==> config.mk <==
export PLATFORM = sky130hd
export DESIGN_NAME = mlp_train_scheduler
export DESIGN_NICKNAME = d
export VERILOG_FILES = /design/src/rtl/mlp_train_scheduler.sv
export SDC_FILE = /design/constraint.sdc
export NUM_CORES = 1
export LEC_CHECK = 0
export ABC_AREA = 0
export CAP_MARGIN = 10
export CORE_MARGIN = 2
export CORE_UTILIZATION = 30
export DETAILED_ROUTE_END_ITERATION = 6
export HOLD_SLACK_MARGIN = 0.08
export PLACE_DENSITY = 0.5
export SYNTH_ARGS = -nofsm -noshare
export SYNTH_HDL_FRONTEND = slang
export SYNTH_SLANG_ARGS = --single-unit
==> constraint.sdc <==
create_clock -name clk -period 25.7 [get_ports clk]
set_input_delay 5.14 -clock clk [delete_from_list [all_inputs] [get_ports clk]]
set_output_delay 5.14 -clock clk [all_outputs]
set_load 0.05 [all_outputs]
==> src/rtl/mlp_train_scheduler.sv <==
// Streams a small labelled sample set into an MLP as alternating train/eval passes,
// scores each delayed eval prediction against a threshold and reports per-epoch counts.
module mlp_train_scheduler #(
   parameter int W       = 64,
   parameter int INPUTS  = 2,
   parameter int SAMPLES = 4,
   parameter int MLP_LAT = 1,
   parameter int AW      = (SAMPLES > 1) ? $clog2(SAMPLES) : 1,
   parameter int CW      = $clog2(SAMPLES + 1)
) (
   input  logic                  clk,
   input  logic                  rst,
   input  logic                  ld_en,
   input  logic [AW-1:0]         ld_addr,
   input  logic [INPUTS*W-1:0]   ld_values,
   input  logic [W-1:0]          ld_expected,
   input  logic                  start,
   input  logic                  abort,
   input  logic [15:0]           num_epochs,
   input  logic [W-1:0]          threshold,
   output logic [INPUTS*W-1:0]   values,
   output logic [W-1:0]          expected,
   output logic                  training,
   input  logic [W-1:0]          prediction,
   output logic                  busy,
   output logic [15:0]           epoch,
   output logic                  epoch_valid,
   output logic [CW-1:0]         epoch_correct,
   output logic                  done,
   output logic [CW-1:0]         final_correct
);

   localparam int DW = (MLP_LAT > 1) ? $clog2(MLP_LAT) : 1;

   localparam logic [2:0] S_IDLE   = 3'd0;
   localparam logic [2:0] S_TRAIN  = 3'd1;
   localparam logic [2:0] S_EVAL   = 3'd2;
   localparam logic [2:0] S_DRAIN  = 3'd3;
   localparam logic [2:0] S_REPORT = 3'd4;
   localparam logic [2:0] S_FIN    = 3'd5;

   logic [INPUTS*W-1:0] mem_val [SAMPLES];
   logic [W-1:0]        mem_exp [SAMPLES];

   logic [2:0]          state_q, state_d;
   logic [AW-1:0]       idx_q, idx_d;
   logic [DW-1:0]       drain_q, drain_d;
   logic [15:0]         epoch_q, epoch_d;
   logic [15:0]         num_ep_q, num_ep_d;
   logic [W-1:0]        thr_q, thr_d;
   logic [CW-1:0]       correct_q, correct_d;
   logic [MLP_LAT-1:0]  dly_vld_q, dly_vld_d;
   logic [MLP_LAT-1:0]  dly_tag_q, dly_tag_d;
   logic [INPUTS*W-1:0] values_q, values_d;
   logic [W-1:0]        expected_q, expected_d;
   logic                training_q, training_d;
   logic                busy_q, busy_d;
   logic                epoch_valid_q, epoch_valid_d;
   logic [CW-1:0]       epoch_correct_q, epoch_correct_d;
   logic                done_q, done_d;
   logic [CW-1:0]       final_correct_q, final_correct_d;

   logic                pres, push, hit;
   logic [AW-1:0]       rd_idx;

   // Sample memory is deliberately not reset.
   always_ff @(posedge clk) begin
      if (ld_en && state_q == S_IDLE) begin
         mem_val[ld_addr] <= ld_values;
         mem_exp[ld_addr] <= ld_expected;
      end
   end

   assign hit = dly_vld_q[MLP_LAT-1] &&
                (($signed(prediction) < $signed(thr_q)) == dly_tag_q[MLP_LAT-1]);

   always_comb begin
      state_d         = state_q;
      idx_d           = idx_q;
      drain_d         = drain_q;
      epoch_d         = epoch_q;
      num_ep_d        = num_ep_q;
      thr_d           = thr_q;
      correct_d       = correct_q;
      busy_d          = busy_q;
      epoch_correct_d = epoch_correct_q;
      final_correct_d = final_correct_q;
      values_d        = '0;
      expected_d      = '0;
      training_d      = 1'b0;
      epoch_valid_d   = 1'b0;
      done_d          = 1'b0;
      pres            = 1'b0;
      push            = 1'b0;
      rd_idx          = '0;

      if (hit && correct_q != CW'(SAMPLES)) correct_d = correct_q + CW'(1);

      case (state_q)
         S_IDLE: begin
            if (start) begin
               if (num_epochs == 16'd0) begin
                  state_d         = S_FIN;
                  done_d          = 1'b1;
                  final_correct_d = '0;
               end else begin
                  state_d    = S_TRAIN;
                  idx_d      = '0;
                  epoch_d    = '0;
                  busy_d     = 1'b1;
                  num_ep_d   = num_epochs;
                  thr_d      = threshold;
                  correct_d  = '0;
                  pres       = 1'b1;
                  training_d = 1'b1;
               end
            end
         end
         S_TRAIN: begin
            pres = 1'b1;
            if (idx_q == AW'(SAMPLES - 1)) begin
               state_d = S_EVAL;
               idx_d   = '0;
               push    = 1'b1;
            end else begin
               idx_d      = idx_q + AW'(1);
               rd_idx     = idx_q + AW'(1);
               training_d = 1'b1;
            end
         end
         S_EVAL: begin
            if (idx_q == AW'(SAMPLES - 1)) begin
               state_d = S_DRAIN;
               drain_d = '0;
            end else begin
               idx_d  = idx_q + AW'(1);
               rd_idx = idx_q + AW'(1);
               pres   = 1'b1;
               push   = 1'b1;
            end
         end
         S_DRAIN: begin
            if (drain_q == DW'(MLP_LAT - 1)) begin
               state_d         = S_REPORT;
               epoch_valid_d   = 1'b1;
               epoch_correct_d = correct_d;
               correct_d       = '0;
            end else begin
               drain_d = drain_q + DW'(1);
            end
         end
         S_REPORT: begin
            if (epoch_q + 16'd1 == num_ep_q) begin
               state_d         = S_FIN;
               done_d          = 1'b1;
               busy_d          = 1'b0;
               final_correct_d = epoch_correct_q;
            end else begin
               state_d    = S_TRAIN;
               epoch_d    = epoch_q + 16'd1;
               idx_d      = '0;
               pres       = 1'b1;
               training_d = 1'b1;
            end
         end
         default: state_d = S_IDLE;
      endcase

      if (pres) begin
         values_d   = mem_val[rd_idx];
         expected_d = mem_exp[rd_idx];
      end

      // Tag records the label's class as the sample enters the MLP.
      dly_vld_d[0] = push;
      dly_tag_d[0] = push && ($signed(mem_exp[rd_idx]) < $signed(thr_q));
      for (int k = 1; k < MLP_LAT; k++) begin
         dly_vld_d[k] = dly_vld_q[k-1];
         dly_tag_d[k] = dly_tag_q[k-1];
      end

      if (abort) begin
         state_d         = S_IDLE;
         idx_d           = '0;
         epoch_d         = '0;
         correct_d       = '0;
         busy_d          = 1'b0;
         values_d        = '0;
         expected_d      = '0;
         training_d      = 1'b0;
         epoch_valid_d   = 1'b0;
         done_d          = 1'b0;
         final_correct_d = final_correct_q;
         dly_vld_d       = '0;
         dly_tag_d       = '0;
      end
   end

   always_ff @(posedge clk or negedge rst) begin
      if (!rst) begin
         state_q         <= S_IDLE;
         idx_q           <= '0;
         drain_q         <= '0;
         epoch_q         <= '0;
         num_ep_q        <= '0;
         thr_q           <= '0;
         correct_q       <= '0;
         dly_vld_q       <= '0;
         dly_tag_q       <= '0;
         values_q        <= '0;
         expected_q      <= '0;
         training_q      <= 1'b0;
         busy_q          <= 1'b0;
         epoch_valid_q   <= 1'b0;
         epoch_correct_q <= '0;
         done_q          <= 1'b0;
         final_correct_q <= '0;
      end else begin
         state_q         <= state_d;
         idx_q           <= idx_d;
         drain_q         <= drain_d;
         epoch_q         <= epoch_d;
         num_ep_q        <= num_ep_d;
         thr_q           <= thr_d;
         correct_q       <= correct_d;
         dly_vld_q       <= dly_vld_d;
         dly_tag_q       <= dly_tag_d;
         values_q        <= values_d;
         expected_q      <= expected_d;
         training_q      <= training_d;
         busy_q          <= busy_d;
         epoch_valid_q   <= epoch_valid_d;
         epoch_correct_q <= epoch_correct_d;
         done_q          <= done_d;
         final_correct_q <= final_correct_d;
      end
   end

   assign values        = values_q;
   assign expected      = expected_q;
   assign training      = training_q;
   assign busy          = busy_q;
   assign epoch         = epoch_q;
   assign epoch_valid   = epoch_valid_q;
   assign epoch_correct = epoch_correct_q;
   assign done          = done_q;
   assign final_correct = final_correct_q;

endmodule
==> results of run 1 <==
## worst register-to-register path, cell delays in order (launching register included)
cell	delay [ns]
dfrtp_1	0.53
xnor2_1	0.66
nand3b_1	0.32
buf_12	0.55
buf_4	0.96
nand2_1	0.13
a21oi_1	0.17
a221o_1	0.37
ha_1	0.20
and4_1	0.19
nand2_1	0.17
nor3_1	0.58
and2_1	0.21
a221oi_1	0.11
a211oi_1	0.69
o21ai_0	0.16
and3b_1	0.19
## power by group
group          switching [uW]  internal (uW)
Combinational             353            210
Sequential               28.9           1950
Clock                     712           1000
## kinds of logic after synthesis
kind of cell             after synthesis  synth area share
flip-flops                          1076             0.723
AO/OA/AOI/OAI                        600            0.0995
adder cells (fa/ha/maj)              130            0.0382
multiplexers                          89            0.0233
buffers and inverters                244            0.0242
XOR/XNOR                              17           0.00420
AND/OR/NAND/NOR                      792            0.0877
## per-stage QoR
step           hold slack, ns  utilization  setup slack [ns]
2_1_floorplan           0.479            -              5.57
5_1_grt                 0.515        0.384             16.35
4_1_cts                 0.506        0.384             16.53
3_3_place_gp            0.487        0.356             15.81
6_report                0.503        0.384             16.75
3_5_place_dp            0.493        0.356             15.73
## metal layers
layer,global-route usage,vias to the layer above,share of wire
met1,0.230,13400,0.43
met2,0.279,632,0.46
met5,0,-,0.0042
li1,-,12300,-
met3,0.0722,200,0.089
met4,0.0417,84,0.017
## final cells by class
| cell class | count | area (um^2) | area share |
|---|---|---|---|
| tap | 1890 | 2360 | 0.0436 |
| sequential | 1076 | 30800 | 0.567 |
| timing repair buffer | 605 | 6000 | 0.111 |
| inverter | 73 | 274 | 0.00505 |
| antenna | 7 | 17.5 | 0.000323 |
| clock inverter | 65 | 732 | 0.0135 |
| clock buffer | 158 | 3270 | 0.0603 |
| multi-input combinational | 1628 | 10800 | 0.200 |
## cell usage in the layout (no fill, tap or decap), types with 30 or more instances in the layout
master           instances
a211oi_1               135
a21oi_1                107
a221o_1                 64
and3_1                 133
buf_4                   41
clkbuf_16              119
clkdlybuf4s50_1        559
dfrtp_1                308
edfxtp_1               768
ha_1                   130
inv_1                   73
mux2_2                  81
nand2_1                435
nand4_1                 30
nor2_1                  50
nor2b_1                 33
o21a_1                  46
o22ai_1                130
## flip-flops by register name, indices dropped and copies added (netlist names), 2 cells and up
signal and cells:
mem_val 512, mem_exp 256, values 128, expected 64
thr_q 64, epoch 16, num_ep_q 16, correct_q 3
epoch_correct 3, final_correct 3, state_q 3, idx_q 2
## worst max path at each step
stage / from / slack [ns] / endpoint
final: num_epochs[10] / 16.75 / values[76]
after global routing: num_epochs[1] / 16.35 / values[80]
after CTS: num_epochs[1] / 16.53 / values[95]
after detailed placement: num_epochs[1] / 15.73 / values[95]
after global placement: num_epochs[1] / 15.81 / values[12]
after floorplan: ld_en / 5.57 / mem_exp[0][0]
==> results.cfg, run 1 <==
[power]
power_leakage_uw = 0.0201
power-per-cell-area_mw_per_mm2 = 78.3
vdd_drop_max_v = 0.0000626
total_power_uw = 4250

[detailed_routing]
drt_first_pass_iters = 7
routed_via_density = 4.84
wl_per_cell_um = 24.0
drt_wl_total_mm = 132
postRouteAntennaNets = 0
vias = 26600
drt_first_iter_violations = 1584
drc = 0

[yosys]
asyncSetResetFlopFracSynth = 0.286
synth.cells.most_frequent = edfxtp_1 (768), nand2_1 (435), dfrtp_1 (308)
top_post_synthesis_cells_by_area = edfxtp_1 (54%), dfrtp_1 (18%), nand2_1 (3.8%), ha_1 (3.8%), a211oi_1 (2.4%)
postSynthAreaPerCell_um2 = 14.4
syn-cell-area_mm2 = 0.0426
post_synth_num_cell_types = 71
library_cell_with_the_highest_instance_count_after_synthesis = edfxtp_1
synth_edf_count = 768
seq_area_frac_synth = 0.723
flip_flop_and_latch_count_after_synthesis = 1076
synth_largest_type_area_fraction = 0.542
post_synth_inst_count = 2948
synth_top_cell_by_area = edfxtp_1
ys_dominant_reg_cell = edfxtp_1
synth-warning-count = 0
synth.net_count = 3421

[grt]
grt-ovfl-total = 0
first_global_vias = 26700
grtUsageTotal = 0.178
grt_pass1_wl_mm = 190
pin_count_of_the_biggest_net_entering_global_routing = 137
grt_antenna_before_repair = 54

[hold_path]
holdCritStartpoint = thr_q[21]
min_path_cells = 1
hold_path_class = reg -> reg
end_point_of_the_most_critical_hold_path = thr_q[21]

[critical_path]
worst_r2r_setup_slack_ns = 19.43
startpoint_type = input port
crit-reg2reg-capture = dly_tag_q
maximum_single_stage_delay_on_the_critical_path_ns = 0.82
path_common_cell = buf_4
critPathKind = in -> reg
worst_setup_ep_type = register
critical_path.n_buffers_inverters = 4
ff2ff_path_depth = 16
crit_family = buffers and inverters
path_depth = 12
r2r-start = state_q[0]
worst_ep_required_time_ns = 26.27
cp.arrival_ns = 9.52
timing.critical_path.cells = clkdlybuf4s50_1 > nor4_1 > nand4_1 > nand4_1 > o21ai_0 > o21ai_0 > nor2_4 > buf_4 > a21oi_4 > buf_4 > buf_4 > a211oi_1
critical_path.slowest_cell = buf_4
critical_path.max_fanout = 67

[cts]
postCtsSetupBuffers = 0
clock-root-buffer = clkbuf_16
ctsHoldBuffers = 0
h-tree-depth = 3
postCtsResizedCells = 0
cts.reportedPaths.clkPinSlew_ns = 0.06
tritoncts = done
clk_path_buf_depth = 3
numCtsBuffers = 117
clock-sinks = 1076
clkLatencyLatePin_ns = 0.75

[sta]
worst_slew_pin_slew_ns = 1.05
finalWorstPathRequiredPeriod_ns = 8.95
worst_clock_skew_ns = 0.0572
finalSetupViolations = 0
timing_hold_violations_final = 0
fmax_ghz = 0.112
rsz0062_at_grt = no
max_slew_headroom = 0.300
final_max_slew_viol_count = 0
timing.setup.tns_ns = 0
min_period_over_period = 0.348

[die]
std_cell_rows = 138
fp.dieArea_mm2 = 0.145
die_h_um = 381
floorplan.initialDensity = 0.301
design.portCount = 561
core_region_area_mm2 = 0.141
die_width_um = 381

[place]
detailedPlacementHpwl_mm = 83.0
place.port_buffers = 560
place.gp.congestion = 0.811
placed_area_mm2 = 0.0502
dp.cells = 5272

[finish]
finish.instance_area_mm2 = 0.0543
layout-drive-gt1-share = 0.0904
stdcell_count = 5502
final.fill_count = 13400
design.final.nets = 3974
area_growth_syn_to_layout_pct = 27.5

[run_status]
status = completed

[run]
maxCapViolCount = 0
No activity file was read; power rests on OpenSTA's default activity.
==> run 2, diff against run 1 <==
--- a/config.mk
+++ b/config.mk
@@ -11,7 +11,7 @@
 export CORE_UTILIZATION = 30
 export DETAILED_ROUTE_END_ITERATION = 6
 export HOLD_SLACK_MARGIN = 0.08
-export PLACE_DENSITY = 0.5
+export PLACE_DENSITY = 0.51
 export SYNTH_ARGS = -nofsm -noshare
 export SYNTH_HDL_FRONTEND = slang
 export SYNTH_SLANG_ARGS = --single-unit
==> constraint.sdc (replaced) <==
create_clock -name clk -period 7.98 [get_ports clk]
set_input_delay 1.596 -clock clk [delete_from_list [all_inputs] [get_ports clk]]
set_output_delay 1.596 -clock clk [all_outputs]
set_load 0.05 [all_outputs]
==> results.cfg, run 2 (synthesis results as in run 1) <==
[finish]
largest_register_ffs = 512
registers.top_by_ff_count = mem_val
final_cell_mix = edfxtp_1 (768), clkdlybuf4s50_1 (559), nand2_1 (435)
layout-drive-gt1-share = 0.0951
mostFrequentLayoutCell = edfxtp_1
area_growth_syn_to_layout_pct = 27.9
design.final.nets = 3978

[critical_path]
cp.arrival_ns = 6.24
critical_path.max_fanout = 55
startpoint_type = register
maximum_single_stage_delay_on_the_critical_path_ns = 0.61
crit_family = compound AO/OA/AOI/OAI gates
crit-reg2reg-capture = dly_tag_q
critical_path.slowest_cell = or3_4
critPathKind = reg -> reg
worst_ep_required_time_ns = 8.62
r2r-start = idx_q[0]
worst_setup_ep_type = register
worst_r2r_setup_slack_ns = 2.38
critical_path.n_buffers_inverters = 1
timing.critical_path.cells = ha_1 > or2_2 > or3_4 > nor2_4 > buf_4 > a221o_1 > ha_1 > a21o_1 > a21o_1 > a2111oi_0 > o21bai_1 > a311oi_1 > o211ai_1 > nor3_1 > and3b_1
ff2ff_path_depth = 15

[detailed_routing]
drt_wl_total_mm = 135
wl_per_cell_um = 24.5
drt_first_iter_violations = 1768
routed_via_density = 4.88
drt_first_pass_iters = 5
drc = 0
vias = 26900
postRouteAntennaNets = 0

[die]
die_width_um = 381
floorplan.initialDensity = 0.301
fp.dieArea_mm2 = 0.145
design.portCount = 561
std_cell_rows = 138
core_region_area_mm2 = 0.141
die_h_um = 381

[place]
place.gp.congestion = 0.809
detailedPlacementHpwl_mm = 85.8
place.port_buffers = 560

[sta]
rsz0062_at_grt = no
worst_slew_pin_slew_ns = 1.12
finalWorstPathRequiredPeriod_ns = 5.60
fmax_ghz = 0.179
max_slew_headroom = 0.252
timing.setup.tns_ns = 0
worst_clock_skew_ns = 0.0983
finalSetupViolations = 0
min_period_over_period = 0.702
timing_hold_violations_final = 0
final_max_slew_viol_count = 0

[power]
vdd_drop_max_v = 0.000185
power-per-cell-area_mw_per_mm2 = 253
total_power_uw = 13800
power_leakage_uw = 0.0202

[hold_path]
holdCritStartpoint = thr_q[33]
end_point_of_the_most_critical_hold_path = thr_q[33]
min_path_cells = 1
hold_path_class = reg -> reg

[cts]
numCtsBuffers = 117
clock-root-buffer = clkbuf_16
postCtsResizedCells = 0
clkLatencyLatePin_ns = 0.77
clock-sinks = 1076
tritoncts = done
clk_path_buf_depth = 3
h-tree-depth = 3
ctsHoldBuffers = 0
cts.reportedPaths.clkPinSlew_ns = 0.06
postCtsSetupBuffers = 0

[grt]
first_global_vias = 27000
pin_count_of_the_biggest_net_entering_global_routing = 133
grt-ovfl-total = 0
grt_antenna_before_repair = 56
grt_pass1_wl_mm = 193
grtUsageTotal = 0.182

[run_status]
status = completed

[run]
maxCapViolCount = 0
==> run 2: routing by layer <==
metal | GRT usage | vias up | part of all wire
met5 | 0 | - | 0.0034
met4 | 0.0470 | 68 | 0.024
met3 | 0.0729 | 224 | 0.096
met2 | 0.278 | 815 | 0.45
met1 | 0.241 | 13400 | 0.43
li1 | - | 12300 | -
==> run 2: layout make-up <==
type	instances	area (um^2)
Tap cell	1890	2360
Clock inverter	69	777
Timing Repair Buffer	609	6090
Inverter	73	274
Antenna cell	14	35.0
Multi-Input combinational cell	1628	10800
Fill cell	13500	86800
Clock buffer	153	3280
Sequential cell	1076	30800
==> run 2: worst max path at each step <==
| stage | start | to | slack, ns | depth (start not counted) |
|---|---|---|---|---|
| finish | idx_q[0] | dly_tag_q | 2.38 | 15 |
| global route | idx_q[0] | dly_tag_q | 2.07 | 16 |
| CTS | idx_q[0] | dly_tag_q | 2.29 | 16 |
| detailed placement | num_epochs[0] | values[15] | 1.91 | 10 |
| global placement | num_epochs[1] | values[9] | 1.97 | 10 |
| floorplan | ld_en | mem_exp[1][0] | 0.69 | 3 |
==> run 2: power by group <==
part           internal, uW  total (uW)  switching, uW
registers              6270        6390            114
clock network          3270        5600           2330
logic                   682        1810           1130
==> run 2: worst register-to-register path, stage by stage, from the launching register on <==
cell	delay (ns)
dfrtp_1	0.44
ha_1	0.36
or2_2	0.36
or3_4	0.61
nor2_4	0.61
buf_4	0.44
a221o_1	0.25
ha_1	0.25
a21o_1	0.17
a21o_1	0.17
a2111oi_0	0.51
o21bai_1	0.25
a311oi_1	0.55
o211ai_1	0.20
nor3_1	0.20
and3b_1	0.19
==> run 2: per-stage QoR <==
| step | instance area, um^2 | setup WS (ns) | cells | util | hold WS [ns] |
|---|---|---|---|---|---|
| after floorplan | 42600 | 0.691 | 2948 | - | 0.479 |
| final | 54400 | 2.38 | 5512 | 0.385 | 0.505 |
| after detailed placement | 50300 | 1.91 | 5276 | 0.356 | 0.493 |
| after CTS | 54400 | 2.29 | 5498 | 0.385 | 0.507 |
| after global placement | 50300 | 1.97 | 5276 | 0.356 | 0.488 |
| after global routing | 54400 | 2.07 | 5499 | 0.385 | 0.512 |
